--- src/rtl/sme_share_regfile.sv ---
// Multi-share SME register file: NSHARE shares per entry with per-share write masks,
// optional write-to-read forwarding and a zeroisation sequencer that clears every entry.
module sme_share_regfile #(
  parameter int XLEN   = 32,
  parameter int NSHARE = 3,
  parameter int DEPTH  = 16,
  parameter int FWD    = 0,
  parameter int AW     = $clog2(DEPTH)
) (
  input  logic                   g_clk,
  input  logic                   g_resetn,
  output logic                   g_clk_req,
  input  logic                   flush_req,
  output logic                   busy,
  input  logic [AW-1:0]          rs1_addr,
  output logic [NSHARE*XLEN-1:0] rs1_rdata,
  input  logic [AW-1:0]          rs2_addr,
  output logic [NSHARE*XLEN-1:0] rs2_rdata,
  input  logic                   rd_wen,
  input  logic [AW-1:0]          rd_addr,
  input  logic [NSHARE-1:0]      rd_wshare,
  input  logic [NSHARE*XLEN-1:0] rd_wdata
);

  localparam int DW = NSHARE * XLEN;

  typedef enum logic {
    CLEAR = 1'b0,
    IDLE  = 1'b1
  } state_t;

  state_t          state_q;
  logic [AW-1:0]   ptr_q;
  logic            busy_q;
  logic [DW-1:0]   mem_q [DEPTH];
  logic [DW-1:0]   wmask;
  logic            hit1;
  logic            hit2;

  // Take new share bits where the mask is set, keep the old share elsewhere.
  function automatic logic [DW-1:0] merge(input logic [DW-1:0] old_v,
                                          input logic [DW-1:0] new_v,
                                          input logic [DW-1:0] m);
    merge = (new_v & m) | (old_v & ~m);
  endfunction

  always_comb begin
    wmask = '0;
    for (int i = 0; i < NSHARE; i++) begin
      wmask[i*XLEN +: XLEN] = {XLEN{rd_wshare[i]}};
    end
  end

  // Zeroisation sequencer; busy is registered so it is glitch-free for the caller.
  always_ff @(posedge g_clk or negedge g_resetn) begin
    if (!g_resetn) begin
      state_q <= CLEAR;
      ptr_q   <= '0;
      busy_q  <= 1'b1;
    end else begin
      case (state_q)
        CLEAR: begin
          ptr_q <= ptr_q + AW'(1);
          if (ptr_q == AW'(DEPTH - 1)) begin
            state_q <= IDLE;
            busy_q  <= 1'b0;
          end
        end
        IDLE: begin
          if (flush_req) begin
            state_q <= CLEAR;
            ptr_q   <= '0;
            busy_q  <= 1'b1;
          end
        end
        default: begin
          state_q <= CLEAR;
          ptr_q   <= '0;
          busy_q  <= 1'b1;
        end
      endcase
    end
  end

  // Storage has no reset of its own; the sequencer owns the write port while busy.
  always_ff @(posedge g_clk) begin
    if (busy_q) begin
      mem_q[ptr_q] <= '0;
    end else if (rd_wen) begin
      mem_q[rd_addr] <= merge(mem_q[rd_addr], rd_wdata, wmask);
    end
  end

  assign hit1 = (FWD != 0) && rd_wen && !busy_q && (rs1_addr == rd_addr);
  assign hit2 = (FWD != 0) && rd_wen && !busy_q && (rs2_addr == rd_addr);

  always_comb begin
    rs1_rdata = '0;
    rs2_rdata = '0;
    if (!busy_q) begin
      rs1_rdata = hit1 ? merge(mem_q[rs1_addr], rd_wdata, wmask) : mem_q[rs1_addr];
      rs2_rdata = hit2 ? merge(mem_q[rs2_addr], rd_wdata, wmask) : mem_q[rs2_addr];
    end
  end

  assign busy      = busy_q;
  assign g_clk_req = rd_wen | busy_q | flush_req;

endmodule

--- config.mk ---
export PLATFORM = sky130hd
export DESIGN_NAME = sme_share_regfile
export DESIGN_NICKNAME = d
export VERILOG_FILES = /design/src/rtl/sme_share_regfile.sv
export SDC_FILE = /design/constraint.sdc
export NUM_CORES = 2
export LEC_CHECK = 0
export CAP_MARGIN = 20
export CORE_AREA = 2 2 495 497
export CTS_BUF_LIST = sky130_fd_sc_hd__clkbuf_2 sky130_fd_sc_hd__clkbuf_4 sky130_fd_sc_hd__clkbuf_8
export CTS_CLUSTER_DIAMETER = 40
export DETAILED_ROUTE_END_ITERATION = 10
export DIE_AREA = 0 0 497 499
export SLEW_MARGIN = 15
export SYNTH_ARGS = -nofsm -noshare
export SYNTH_HDL_FRONTEND = slang
export SYNTH_SLANG_ARGS = --single-unit
export TNS_END_PERCENT = 100
--- constraint.sdc ---
create_clock -name g_clk -period 13.06 [get_ports g_clk]
set_input_delay 3.265 -clock g_clk [delete_from_list [all_inputs] [get_ports g_clk]]
set_output_delay 3.265 -clock g_clk [all_outputs]
set_load 0.1 [all_outputs]
==> metrics.csv <==
metric,value,unit
outcome,completed,
worst setup slack after placement,2.07,ns
gr ovfl total,0,
timing-limited maximum frequency,90.4,MHz
asr flop ratio synth,0.389,%
growth of design area from synthesis to finish,15.7,%
Top Ports,309,
synthesized instance count,5183,
worst clock skew on the final layout,0.0873,ns
wire length of the first global-routing pass,442000,um
clock root buffer,sky130_fd_sc_hd__clkbuf_8,
total count of hold-check failures in the final report,0,
worst hold-check path type,flip-flop to flip-flop,
DIE AREA,248000,um2
type of the setup path with the least slack,primary input to output port,
Initial DRC Count,7957,
clock share of power,29.1,%
register area share after synthesis,54.7,%
actual transition at the worst max-transition pin,1.19,ns
post-cts resize count,0,
pin count of the biggest net entering global routing,128,
CP Data Required Time,9.80,ns
number of global-route vias before repair,58200,
Post-CTS Setup Inserts,0,
register cell area after layout,46300,um2
maximum count of clock buffers along a single path,4,
mapped cell area,84600,um2
top_reg_cell synth,sky130_fd_sc_hd__edfxtp_1,
worst path arrival time,7.80,ns
Port Buf Inserts,308,
TritonCTS Sinks,1542,
Hold Buf Count CTS,0,
detailed-route wire length,317000,um
maximum level of the CTS H-tree,5,
worst max-slew margin expressed relative to the limit,20.9,%
GP Congestion,0.818,
Int Power,11.2,mW
crit path launch type,primary input,
insertion delay of the later-clocked pin in the worst-skew pair,1.07,ns
Max Cap Violations,0,
Core Area,243000,um2
number of remaining DRC errors,0,
overall die height,499,um
CTS tree,built,
Pwr Density,182,nW/um2
count of state elements after synthesis,1542,
# rows,181,
Total Neg Setup Slack,0,ns
placed wire-length estimate,173000,um
starting density of the core,34.9,%
share of cells above drive strength 1,29.5,%
Pins Over Slew Limit,0,
unrepaired setup endpoints after global routing,false,
detailed-route vias per instance,6.48,
Yosys warning count,0,
post-synthesis area per instance,16.3,um2
kind of capture point of the worst setup path,output port,
Setup Viol. Count Final,0,
number of distinct library cells after synthesis,49,
TritonCTS buffer count,315,
Detail Route Antenna Nets,0,
overall fraction of global-route tracks in use,24.9,%
drt first pass iters,8,
multi-input gate area in the final layout,36100,um2
Nets,5647,
"EDFF count, synth",1536,
number of antenna violations at the first check in global routing,19,
"Clk pin slew, worst setup/hold paths",0.05,ns
total nets after synthesis,5299,
crit path max fanout,32,
Static Leakage,32.6,nW
largest voltage drop on the vdd net,0.000205,V
worst setup slack after layout,1.99,ns
horizontal die dimension,497,um
sequential share of power,39.5,%
post-detailed-route wirelength per cell,35.4,um
switching part of the total power,37.3,%
final critical-path share of the clock period,84.7,%
fraction of power consumed by combinational cells,31.4,%
vias after detailed routing,58000,
count of fill cells added during filler insertion,21700,
Final Critical Period,11.07,ns
power spent charging and discharging nets,6.63,mW
## per-layer routing
| metal | track usage (%) | routed length (um) | vias up |
|---|---|---|---|
| li1 | - | - | 22900 |
| met1 | 32.3 | 120000 | 30500 |
| met5 | 0 | 33 | - |
| met3 | 5.72 | 33500 | 819 |
| met2 | 39.3 | 147000 | 3844 |
| met4 | 12.5 | 16800 | 4 |
## critical path, cell delays in order
cell and delay [ns]:
sky130_fd_sc_hd__clkdlybuf4s50_1 0.52, sky130_fd_sc_hd__nor2_4 0.12, sky130_fd_sc_hd__buf_4 0.61, sky130_fd_sc_hd__and2_4 0.97
sky130_fd_sc_hd__buf_4 0.53, sky130_fd_sc_hd__a22oi_1 0.17, sky130_fd_sc_hd__o211ai_1 0.31, sky130_fd_sc_hd__clkdlybuf4s50_1 1.25
## final timing paths
kind	cells past startpoint	from	endpoint	slack, ns
max	8	rs1_addr[3]	rs1_rdata[39]	1.99
min	2	ptr_q[3]	ptr_q[3]	0.59
max reg2reg	7	busy	mem_q[6][49]	8.42
min reg2reg	2	ptr_q[3]	ptr_q[3]	0.59
max in group asynchronous	1	g_resetn	busy	10.30
min in group asynchronous	1	g_resetn	ptr_q[1]	2.49
## flip-flops by register name, indices dropped and copies added, names as in the netlist
name / flops
ptr_q: 4
state_q: 1
busy: 1
mem_q: 1536
## through the flow
step	power [mW]	area (um2)	util, %	cells	hold slack, ns
global placement	12.6	91400	37.7	8410	0.543
CTS	17.8	97700	40.3	8938	0.591
global route	18.3	97800	40.3	8951	0.621
finish	17.8	97800	40.3	8957	0.592
floorplan	10.6	84600	-	5183	0.507
detailed placement	12.6	91500	37.7	8412	0.574
## power groups by stage
stage | combinational, mW | sequential, mW | clock [mW]
after floorplan | 3.48 | 7.07 | 0
after global placement | 5.52 | 7.05 | 0
after detailed placement | 5.54 | 7.11 | 0
after CTS | 5.56 | 7.01 | 5.24
after global routing | 5.74 | 7.10 | 5.45
final | 5.59 | 7.02 | 5.17
## layout by cell type (no fill, tap or decap), types with 125 or more instances in the layout
cell and n:
sky130_fd_sc_hd__nand2_1 189, sky130_fd_sc_hd__o21ai_0 125, sky130_fd_sc_hd__mux2i_1 697, sky130_fd_sc_hd__buf_4 198
sky130_fd_sc_hd__a22oi_1 363, sky130_fd_sc_hd__edfxtp_1 1536, sky130_fd_sc_hd__a32oi_1 140, sky130_fd_sc_hd__clkdlybuf4s50_1 297
sky130_fd_sc_hd__clkbuf_8 321, sky130_fd_sc_hd__mux2_2 177, sky130_fd_sc_hd__mux4_2 749
## cells in the mapped netlist (36+ instances only)
library cell | count | area, um2
sky130_fd_sc_hd__a211oi_1 | 42 | 315
sky130_fd_sc_hd__a21boi_0 | 42 | 315
sky130_fd_sc_hd__a21oi_1 | 58 | 290
sky130_fd_sc_hd__a22oi_1 | 363 | 2730
sky130_fd_sc_hd__a32oi_1 | 140 | 1230
sky130_fd_sc_hd__buf_1 | 36 | 135
sky130_fd_sc_hd__buf_2 | 176 | 881
sky130_fd_sc_hd__buf_4 | 72 | 541
sky130_fd_sc_hd__clkbuf_1 | 206 | 773
sky130_fd_sc_hd__edfxtp_1 | 1536 | 46100
sky130_fd_sc_hd__mux2_2 | 177 | 1990
sky130_fd_sc_hd__mux2i_1 | 697 | 6980
sky130_fd_sc_hd__mux4_2 | 749 | 16900
sky130_fd_sc_hd__nand2_1 | 189 | 709
sky130_fd_sc_hd__nand2b_1 | 40 | 250
sky130_fd_sc_hd__nor2_1 | 108 | 405
sky130_fd_sc_hd__nor2b_1 | 83 | 519
sky130_fd_sc_hd__o211ai_1 | 85 | 638
sky130_fd_sc_hd__o21ai_0 | 125 | 626
sky130_fd_sc_hd__o22ai_1 | 37 | 231
## area by class of cell
class | instances | share of cell area, %
Timing Repair Buffer | 530 | 5.24
Multi-Input combinational cell | 3138 | 36.9
Clock inverter | 140 | 1.42
Antenna cell | 15 | 0.0384
Sequential cell | 1542 | 47.3
Clock buffer | 386 | 5.01
Tap cell | 3202 | 4.09
Inverter | 4 | 0.0153
## cells by family (layout without fill, tap and decap cells)
kind of cell | Yosys count | count (layout) | synth area share, %
buffers and inverters | 503 | 1060 | 2.88
adder cells (fa/ha/maj) | 1 | 1 | 0.0148
AND/OR/NAND/NOR | 450 | 450 | 2.46
multiplexers | 1623 | 1623 | 30.6
other | 0 | 15 | 0
AO/OA/AOI/OAI | 1063 | 1063 | 9.35
XOR/XNOR | 1 | 1 | 0.0104
flip-flops | 1542 | 1542 | 54.7
Power figures use the tool's default switching activity.
